--- config.mk ---
export PLATFORM = sky130hd
export DESIGN_NAME = pwm_regs_flat
export DESIGN_NICKNAME = d
export VERILOG_FILES = /design/src/rtl/pwm_regs_if.sv /design/src/rtl/pwm_regs.sv /design/src/flat_wrapper.sv
export SDC_FILE = /design/constraint.sdc
export NUM_CORES = 1
export LEC_CHECK = 0
export ABC_AREA = 1
export CORE_ASPECT_RATIO = 0.75
export CORE_MARGIN = 4
export CORE_UTILIZATION = 50
export CTS_CLUSTER_SIZE = 20
export DETAILED_ROUTE_END_ITERATION = 16
export PLACE_DENSITY = 0.83
export SETUP_SLACK_MARGIN = 0.5
export SYNTH_ARGS = -nofsm -noshare
export SYNTH_HDL_FRONTEND = slang
export SYNTH_SLANG_ARGS = --single-unit
export TNS_END_PERCENT = 100
--- constraint.sdc ---
create_clock -name clk -period 2.44 [get_ports clk]
set_clock_uncertainty 0.1 [all_clocks]
set_input_delay 0.488 -clock clk [delete_from_list [all_inputs] [get_ports clk]]
set_output_delay 0.488 -clock clk [all_outputs]
set_load 0.005 [all_outputs]
--- src/rtl/pwm_regs_if.sv ---
`default_nettype none
// ============================================================================
// Module      : pwm_regs_if
// Description : Register-bus bundle for the PWM configuration register file.
//               Separate read/write strobes, 6-bit byte address, 8-bit data.
// Revision    : 1.0 - initial release
// ----------------------------------------------------------------------------
// Signals:
//   read        strobe qualifying data_read
//   write       strobe; data_write is captured on the rising clock edge
//   addr        byte address [5:0]
//   data_write  write data [7:0]
//   data_read   read data [7:0], combinational in the slave
// ============================================================================
interface pwm_regs_if;
  logic       read;
  logic       write;
  logic [5:0] addr;
  logic [7:0] data_write;
  logic [7:0] data_read;

  modport master (
    output read,
    output write,
    output addr,
    output data_write,
    input  data_read
  );

  modport slave (
    input  read,
    input  write,
    input  addr,
    input  data_write,
    output data_read
  );
endinterface
`default_nettype wire

--- src/rtl/pwm_regs.sv ---
`default_nettype none
// ============================================================================
// Module      : pwm_regs
// Description : Byte-addressed configuration/status register file for the PWM
//               generator. Holds counter and PWM configuration fields, exposes
//               the live counter value read-only and emits a one-cycle counter
//               reset pulse on a write to the COUNTER_RESET address.
// Revision    : 1.0 - initial release
// ----------------------------------------------------------------------------
// Ports:
//   clk          system clock, rising edge
//   rst          synchronous active-high reset
//   bus          register bus (slave side): read, write, addr, data_write,
//                data_read
//   counter_val  live counter value [15:0]
//   period       counter period [15:0]
//   en           counter enable
//   count_reset  one-cycle counter reset pulse
//   upnotdown    count direction (1 = up)
//   prescale     clock prescaler [7:0]
//   pwm_en       PWM output enable
//   functions    PWM function/mode bits [7:0]
//   compare1     compare value 1 [15:0]
//   compare2     compare value 2 [15:0]
// ============================================================================
module pwm_regs (
  input  wire logic         clk,
  input  wire logic         rst,
  pwm_regs_if.slave         bus,
  input  wire logic [15:0]  counter_val,
  output logic      [15:0]  period,
  output logic              en,
  output logic              count_reset,
  output logic              upnotdown,
  output logic      [7:0]   prescale,
  output logic              pwm_en,
  output logic      [7:0]   functions,
  output logic      [15:0]  compare1,
  output logic      [15:0]  compare2
);

  localparam logic [5:0] ADDR_PERIOD_LO = 6'h00;
  localparam logic [5:0] ADDR_PERIOD_HI = 6'h01;
  localparam logic [5:0] ADDR_EN        = 6'h02;
  localparam logic [5:0] ADDR_CMP1_LO   = 6'h03;
  localparam logic [5:0] ADDR_CMP1_HI   = 6'h04;
  localparam logic [5:0] ADDR_CMP2_LO   = 6'h05;
  localparam logic [5:0] ADDR_CMP2_HI   = 6'h06;
  localparam logic [5:0] ADDR_CNT_RST   = 6'h07;
  localparam logic [5:0] ADDR_CNT_LO    = 6'h08;
  localparam logic [5:0] ADDR_CNT_HI    = 6'h09;
  localparam logic [5:0] ADDR_PRESCALE  = 6'h0A;
  localparam logic [5:0] ADDR_DIR       = 6'h0B;
  localparam logic [5:0] ADDR_PWM_EN    = 6'h0C;
  localparam logic [5:0] ADDR_FUNCTIONS = 6'h0D;

  logic [15:0] period_q,    period_d;
  logic [15:0] compare1_q,  compare1_d;
  logic [15:0] compare2_q,  compare2_d;
  logic        en_q,        en_d;
  logic        upnotdown_q, upnotdown_d;
  logic        pwm_en_q,    pwm_en_d;
  logic [7:0]  prescale_q,  prescale_d;
  logic [7:0]  functions_q, functions_d;
  logic        count_reset_q, count_reset_d;

  // Write decode: each byte lane updates independently, no shadowing.
  always_comb begin
    period_d    = period_q;
    compare1_d  = compare1_q;
    compare2_d  = compare2_q;
    en_d        = en_q;
    upnotdown_d = upnotdown_q;
    pwm_en_d    = pwm_en_q;
    prescale_d  = prescale_q;
    functions_d = functions_q;
    // Pulse lasts exactly as long as consecutive writes to COUNTER_RESET.
    count_reset_d = bus.write && (bus.addr == ADDR_CNT_RST);
    if (bus.write) begin
      case (bus.addr)
        ADDR_PERIOD_LO: period_d[7:0]    = bus.data_write;
        ADDR_PERIOD_HI: period_d[15:8]   = bus.data_write;
        ADDR_EN:        en_d             = bus.data_write[0];
        ADDR_CMP1_LO:   compare1_d[7:0]  = bus.data_write;
        ADDR_CMP1_HI:   compare1_d[15:8] = bus.data_write;
        ADDR_CMP2_LO:   compare2_d[7:0]  = bus.data_write;
        ADDR_CMP2_HI:   compare2_d[15:8] = bus.data_write;
        ADDR_PRESCALE:  prescale_d       = bus.data_write;
        ADDR_DIR:       upnotdown_d      = bus.data_write[0];
        ADDR_PWM_EN:    pwm_en_d         = bus.data_write[0];
        ADDR_FUNCTIONS: functions_d      = bus.data_write;
        default: ;  // read-only, write-only strobe, or unmapped
      endcase
    end
  end

  always_ff @(posedge clk) begin
    if (rst) begin
      period_q      <= '0;
      compare1_q    <= '0;
      compare2_q    <= '0;
      en_q          <= 1'b0;
      upnotdown_q   <= 1'b0;
      pwm_en_q      <= 1'b0;
      prescale_q    <= '0;
      functions_q   <= '0;
      count_reset_q <= 1'b0;
    end else begin
      period_q      <= period_d;
      compare1_q    <= compare1_d;
      compare2_q    <= compare2_d;
      en_q          <= en_d;
      upnotdown_q   <= upnotdown_d;
      pwm_en_q      <= pwm_en_d;
      prescale_q    <= prescale_d;
      functions_q   <= functions_d;
      count_reset_q <= count_reset_d;
    end
  end

  // Read mux: zero-latency, forced to zero when not strobed.
  always_comb begin
    bus.data_read = 8'h00;
    if (bus.read) begin
      case (bus.addr)
        ADDR_PERIOD_LO: bus.data_read = period_q[7:0];
        ADDR_PERIOD_HI: bus.data_read = period_q[15:8];
        ADDR_EN:        bus.data_read = {7'b0, en_q};
        ADDR_CMP1_LO:   bus.data_read = compare1_q[7:0];
        ADDR_CMP1_HI:   bus.data_read = compare1_q[15:8];
        ADDR_CMP2_LO:   bus.data_read = compare2_q[7:0];
        ADDR_CMP2_HI:   bus.data_read = compare2_q[15:8];
        ADDR_CNT_LO:    bus.data_read = counter_val[7:0];
        ADDR_CNT_HI:    bus.data_read = counter_val[15:8];
        ADDR_PRESCALE:  bus.data_read = prescale_q;
        ADDR_DIR:       bus.data_read = {7'b0, upnotdown_q};
        ADDR_PWM_EN:    bus.data_read = {7'b0, pwm_en_q};
        ADDR_FUNCTIONS: bus.data_read = functions_q;
        default:        bus.data_read = 8'h00;
      endcase
    end
  end

  assign period      = period_q;
  assign compare1    = compare1_q;
  assign compare2    = compare2_q;
  assign en          = en_q;
  assign upnotdown   = upnotdown_q;
  assign pwm_en      = pwm_en_q;
  assign prescale    = prescale_q;
  assign functions   = functions_q;
  assign count_reset = count_reset_q;

endmodule
`default_nettype wire

--- src/flat_wrapper.sv ---
// flat-port wrapper written by rule: the top's interface ports become plain ports
module pwm_regs_flat 
  (clk, rst, counter_val, period, en, count_reset, upnotdown, prescale, pwm_en, functions, compare1, compare2, bus_read, bus_write, bus_addr, bus_data_write, bus_data_read);
  pwm_regs_if bus_i ();
  input  wire logic clk;
  input  wire logic rst;
  input  wire logic [15:0] counter_val;
  output logic      [15:0] period;
  output logic en;
  output logic count_reset;
  output logic upnotdown;
  output logic      [7:0] prescale;
  output logic pwm_en;
  output logic      [7:0] functions;
  output logic      [15:0] compare1;
  output logic      [15:0] compare2;
  input wire logic [$bits(bus_i.read)-1:0] bus_read;
  input wire logic [$bits(bus_i.write)-1:0] bus_write;
  input wire logic [$bits(bus_i.addr)-1:0] bus_addr;
  input wire logic [$bits(bus_i.data_write)-1:0] bus_data_write;
  output wire logic [$bits(bus_i.data_read)-1:0] bus_data_read;
  assign bus_i.read = bus_read;
  assign bus_i.write = bus_write;
  assign bus_i.addr = bus_addr;
  assign bus_i.data_write = bus_data_write;
  assign bus_data_read = bus_i.data_read;
  pwm_regs u_core (.clk(clk), .rst(rst), .bus(bus_i), .counter_val(counter_val), .period(period), .en(en), .count_reset(count_reset), .upnotdown(upnotdown), .prescale(prescale), .pwm_en(pwm_en), .functions(functions), .compare1(compare1), .compare2(compare2));
endmodule
# Yosys cells after proc, flatten, opt, wreduce, memory -nomap -nowiden
# Cells that the tools add are included.
dict set report word_totals {
  ff_bits 68
  input_bits 34
  out_inout_bits 76
  elab_cells 40
}
dict set report classes {
  n_eq_ne 13
  muxes 2
  n_reduce_logical 13
}
# op n
set op_table {}
lappend op_table {{$pmux 8 s13} 1}
lappend op_table {{$eq 6x4->1 const B} 6}
lappend op_table {{$eq 6x3->1 const B} 4}
lappend op_table {{$reduce_and 2->1} 11}
lappend op_table {{$eq 6x2->1 const B} 2}
lappend op_table {{$mux 8} 1}
lappend op_table {{$eq 6x1->1 const B} 1}
lappend op_table {{$logic_not 6->1} 1}
lappend op_table {{$logic_and 1x1->1} 1}

# Depth between registers and ports, before layout
dict set report depth {
  depth_word 3
  ltp_mapped 10
  depth_no_buf 10
}

# Least setup slack after synthesis
# Ideal clock, no wire load.
dict set report synth_timing {
  kind {input to output}
  from {in bus_addr[2]}
  to {out bus_data_read[6]}
  arrival_ns 1.357
  required_time_ns 1.852
  path_slack_ns 0.495
  path_stages 10
  path_cell_list {inv_1 nand2_1 nor2_2 buf_2 nand3_1 nand2_1 nor2_1 nand3_1 nand2_1 inv_1}
}
dict set report synth_between {
  elab_chain_len 3
  word_cells_on_any_way 15
}
# element line
set synth_rtl {}
lappend synth_rtl {{start, declared} flat_wrapper.sv:19} ;# input wire logic [$bits(bus_i.addr)-1:0] bus_addr;
lappend synth_rtl {{$eq 6x4->1 (tied with other cells)} pwm_regs.sv:125} ;# case (bus.addr)
lappend synth_rtl {{$pmux 8 s13 (*)} pwm_regs.sv:125}
lappend synth_rtl {{$mux 8 (*)} pwm_regs.sv:124} ;# if (bus.read) begin
lappend synth_rtl {{end, declared} flat_wrapper.sv:21} ;# output wire logic [$bits(bus_i.data_read)-1:0] bus_data_read;
# Mark *: on every way between the ends. The rest lies on a longest branch, timed or not.

# Worst setup path in the final report
dict set report layout_timing {
  from {in bus_addr[5]}
  to {out bus_data_read[5]}
}
# The elaborated chain is that of the path after synthesis.

==> flow_metrics.env <==
export IMPL_ios=110
export IMPL_cts_tree="built"
export IMPL_portBuffers=109
export IMPL_cts_hold_buf=0
export IMPL_synth_distinct_cells=24
export IMPL_crit_family="simple AND/OR/NAND/NOR gates"
export IMPL_design_die_area_mm2=0.00826
export IMPL_layout_worst_path_cycle_share_pct=98.8
export IMPL_clock_latency_ns=0.35
export IMPL_grt_pass1_wl_um=22200
export IMPL_antenna_found_initial=0
export IMPL_area_growth_pct=62.3
export IMPL_worst_path_most_repeated_cell="nand2_1"
export IMPL_root_buffer="clkbuf_8"
export IMPL_cts_buffers=9
export IMPL_num_vias=4586
export IMPL_cts_sinks=68
export IMPL_synth_fp_nets=557
export IMPL_grt_max_degree=31
export IMPL_period_needed_ns=2.41
export IMPL_rsz0062_at_grt="yes"
export IMPL_crit_required_ns=1.85
export IMPL_powerDensity_mw_per_mm2=475
export IMPL_irDropWorstVdd_v=0.000379
export IMPL_nets=723
export IMPL_wl_per_cell_um=19.5
export IMPL_diodes=0
export IMPL_synth_seq_area_share_pct=39.7
export IMPL_htreeDepth=3
export IMPL_rows=25
export IMPL_globalplace_congestion=1.05
export IMPL_gr_total_overflow=0
export IMPL_clk_pin_slew_ns=0.08
export IMPL_clock_path_buffers=2
export IMPL_endpoint_kind="output port"
export IMPL_die_h_um=79.7
export IMPL_via_per_inst=5.92
export IMPL_initial_core_util_pct=52.9
export IMPL_hpwl_um=10000
export IMPL_critPathKind="in2out"
export IMPL_ys_warn_count=0
export IMPL_syn_avg_cell_area_um2=6.55
export IMPL_final_area_mm2=0.00556
export IMPL_place_area_mm2=0.00485
export IMPL_path_cells="buf_8 > nor2_4 > buf_6 > buf_6 > nand2_4 > nor2_1 > nand2_1 > nand2_1 > nor2_1 > nand3_1 > nand2_1 > inv_1 > buf_2"
export IMPL_hp_class="reg2reg"
export IMPL_grt_pass1_vias=4155
export IMPL_worst_path_buf_inv=5
export IMPL_status="finished, final reports clean"
export IMPL_max_stage_delay_ns=0.20
export IMPL_syn_area_mm2=0.00343
export IMPL_cp_start_kind="primary input"
export IMPL_ant_nets=0
export IMPL_hold_viol_final=0
export IMPL_setup_viol=0
export IMPL_cp_arrival_ns=1.82
export IMPL_timing_slew_headroom_pct=57.3
export IMPL_core_area_mm2=0.00647
export IMPL_first_pass_iters=6
export IMPL_first_iter_violations=497
export IMPL_place_ws_ns=-0.754
export IMPL_setup_ws_ns=0.0302
export IMPL_tightestPinTransition_ns=0.639
export IMPL_synth_seq_cells=68
export IMPL_drv_slew=0
export IMPL_drive_gt1_share_pct=25.1
export IMPL_die_w_um=104
export IMPL_slowest_stage="nor2_1"
export IMPL_finalWirelength_um=15100
export IMPL_p_leak_nw=2.30
export IMPL_route_detailed_drc=0
export IMPL_cap_violations=0
export IMPL_crit_path_max_fanout=3
export IMPL_timing_fmax_ghz=0.415
export IMPL_grt_usage_pct=34.4
export IMPL_syn_inst=523
export IMPL_fin_total_pwr_w=0.00264
-- path summary, 6_finish.rpt --
check | from | end | slack [ns] | cells after the start
worst max-delay path | bus_addr[5] | bus_data_read[5] | 0.03 | 13
worst min-delay path | u_core.compare2[10] | u_core.compare2[10] | 0.39 | 2
worst max register to register | u_core.compare2[14] | u_core.compare2[14] | 1.57 | 2
worst min register to register | u_core.compare2[10] | u_core.compare2[10] | 0.39 | 2
-- routing by layer --
| layer | track usage (%) | wire length [µm] | vias to the layer above |
|---|---|---|---|
| li1 | - | - | 2023 |
| met1 | 45.6 | 5740 | 2094 |
| met2 | 54.2 | 6640 | 388 |
| met3 | 9.30 | 2060 | 81 |
| met4 | 12.5 | 669 | 0 |
| met5 | 0 | 0 | - |
-- cell usage in the layout, fill, tap and decap left out --
cell and n:
a211oi_1 6, inv_6 1, bufinv_16 3, o31ai_1 1
and2_4 1, nor2_2 10, clkbuf_8 11, buf_6 18
nand2_2 17, clkdlybuf4s50_1 94, and2_1 1, clkinv_2 2
buf_8 1, nor2_4 16, a21oi_1 61, nand4_1 12
a31oi_1 1, nor4_1 3, nand2_1 174, buf_4 54
clkinvlp_4 1, a21oi_2 2, buf_2 11, clkbuf_16 2
clkbuf_4 1, buf_12 2, inv_1 25, nand3_1 43
nor2_1 28, nand2_4 9, inv_2 7, dfxtp_1 68
nor3_1 3, nand3_4 2, nand3_2 3
-- cell usage after synthesis, drive strengths merged --
cell type / n / share of area (%)
buf: 16 / 2.7
a21oi: 63 / 9.2
and2: 2 / 0.37
clkinv: 2 / 0.29
a31oi: 1 / 0.18
nor2: 54 / 8.1
o31ai: 1 / 0.22
nor4: 3 / 0.55
inv: 32 / 3.5
nor3: 3 / 0.44
nand2: 200 / 23
dfxtp: 68 / 40
nand4: 12 / 2.2
a211oi: 6 / 1.3
nand3: 48 / 7.3
clkbuf: 12 / 1.3
-- report_power, final --
| part | switching [W] | total, W | internal [W] |
|---|---|---|---|
| clock | 0.000468 | 0.00121 | 0.000738 |
| combinational | 0.000176 | 0.000316 | 0.000140 |
| sequential | 0.00000474 | 0.00112 | 0.00111 |
-- registers in the layout (all words and copies together), names as in the netlist, 8 cells and up --
| register | count |
|---|---|
| u_core.compare1 | 16 |
| u_core.compare2 | 16 |
| u_core.period | 16 |
| u_core.functions | 8 |
| u_core.prescale | 8 |
-- cells by family after synthesis --
group / after synthesis / share of synthesized area, %
AOI/OAI and AO/OA: 71 / 10.9
buffers and inverters: 62 / 7.78
DFF: 68 / 39.7
and+or+nand+nor: 322 / 41.6
-- per-stage QoR --
stage / util (%) / cells / TNS, ns / hold WS (ns)
after floorplan: - / 523 / 0 / 0.368
after CTS: 82.8 / 765 / 0 / 0.389
final: 85.9 / 775 / 0 / 0.390
after global placement: 74.9 / 733 / -5.54 / 0.370
after detailed placement: 74.9 / 733 / -5.96 / 0.375
after global routing: 85.9 / 775 / 0 / 0.411
-- worst reg2reg max path, cell delays in order (launching register included) --
cell and delay, ns:
dfxtp_1 0.37, nand2_1 0.09, a21oi_1 0.22
-- final cells by class --
type,instances,area [µm²]
clock buffer,11,151
clock inverter,5,106
fill,373,913
inverter,34,130
multi-input combinational,393,1990
sequential,68,1360
tap,81,101
timing repair buffer,183,1720
-- timing repair --
item | CTS | global route
endpoints found under the setup margin | 52 | 8
resized for setup | 115 | 27
pin swaps | 27 | 27
gates cloned | 0 | 2
buffers inserted | 16 | 8
No activity file was read; power rests on OpenSTA's default activity.
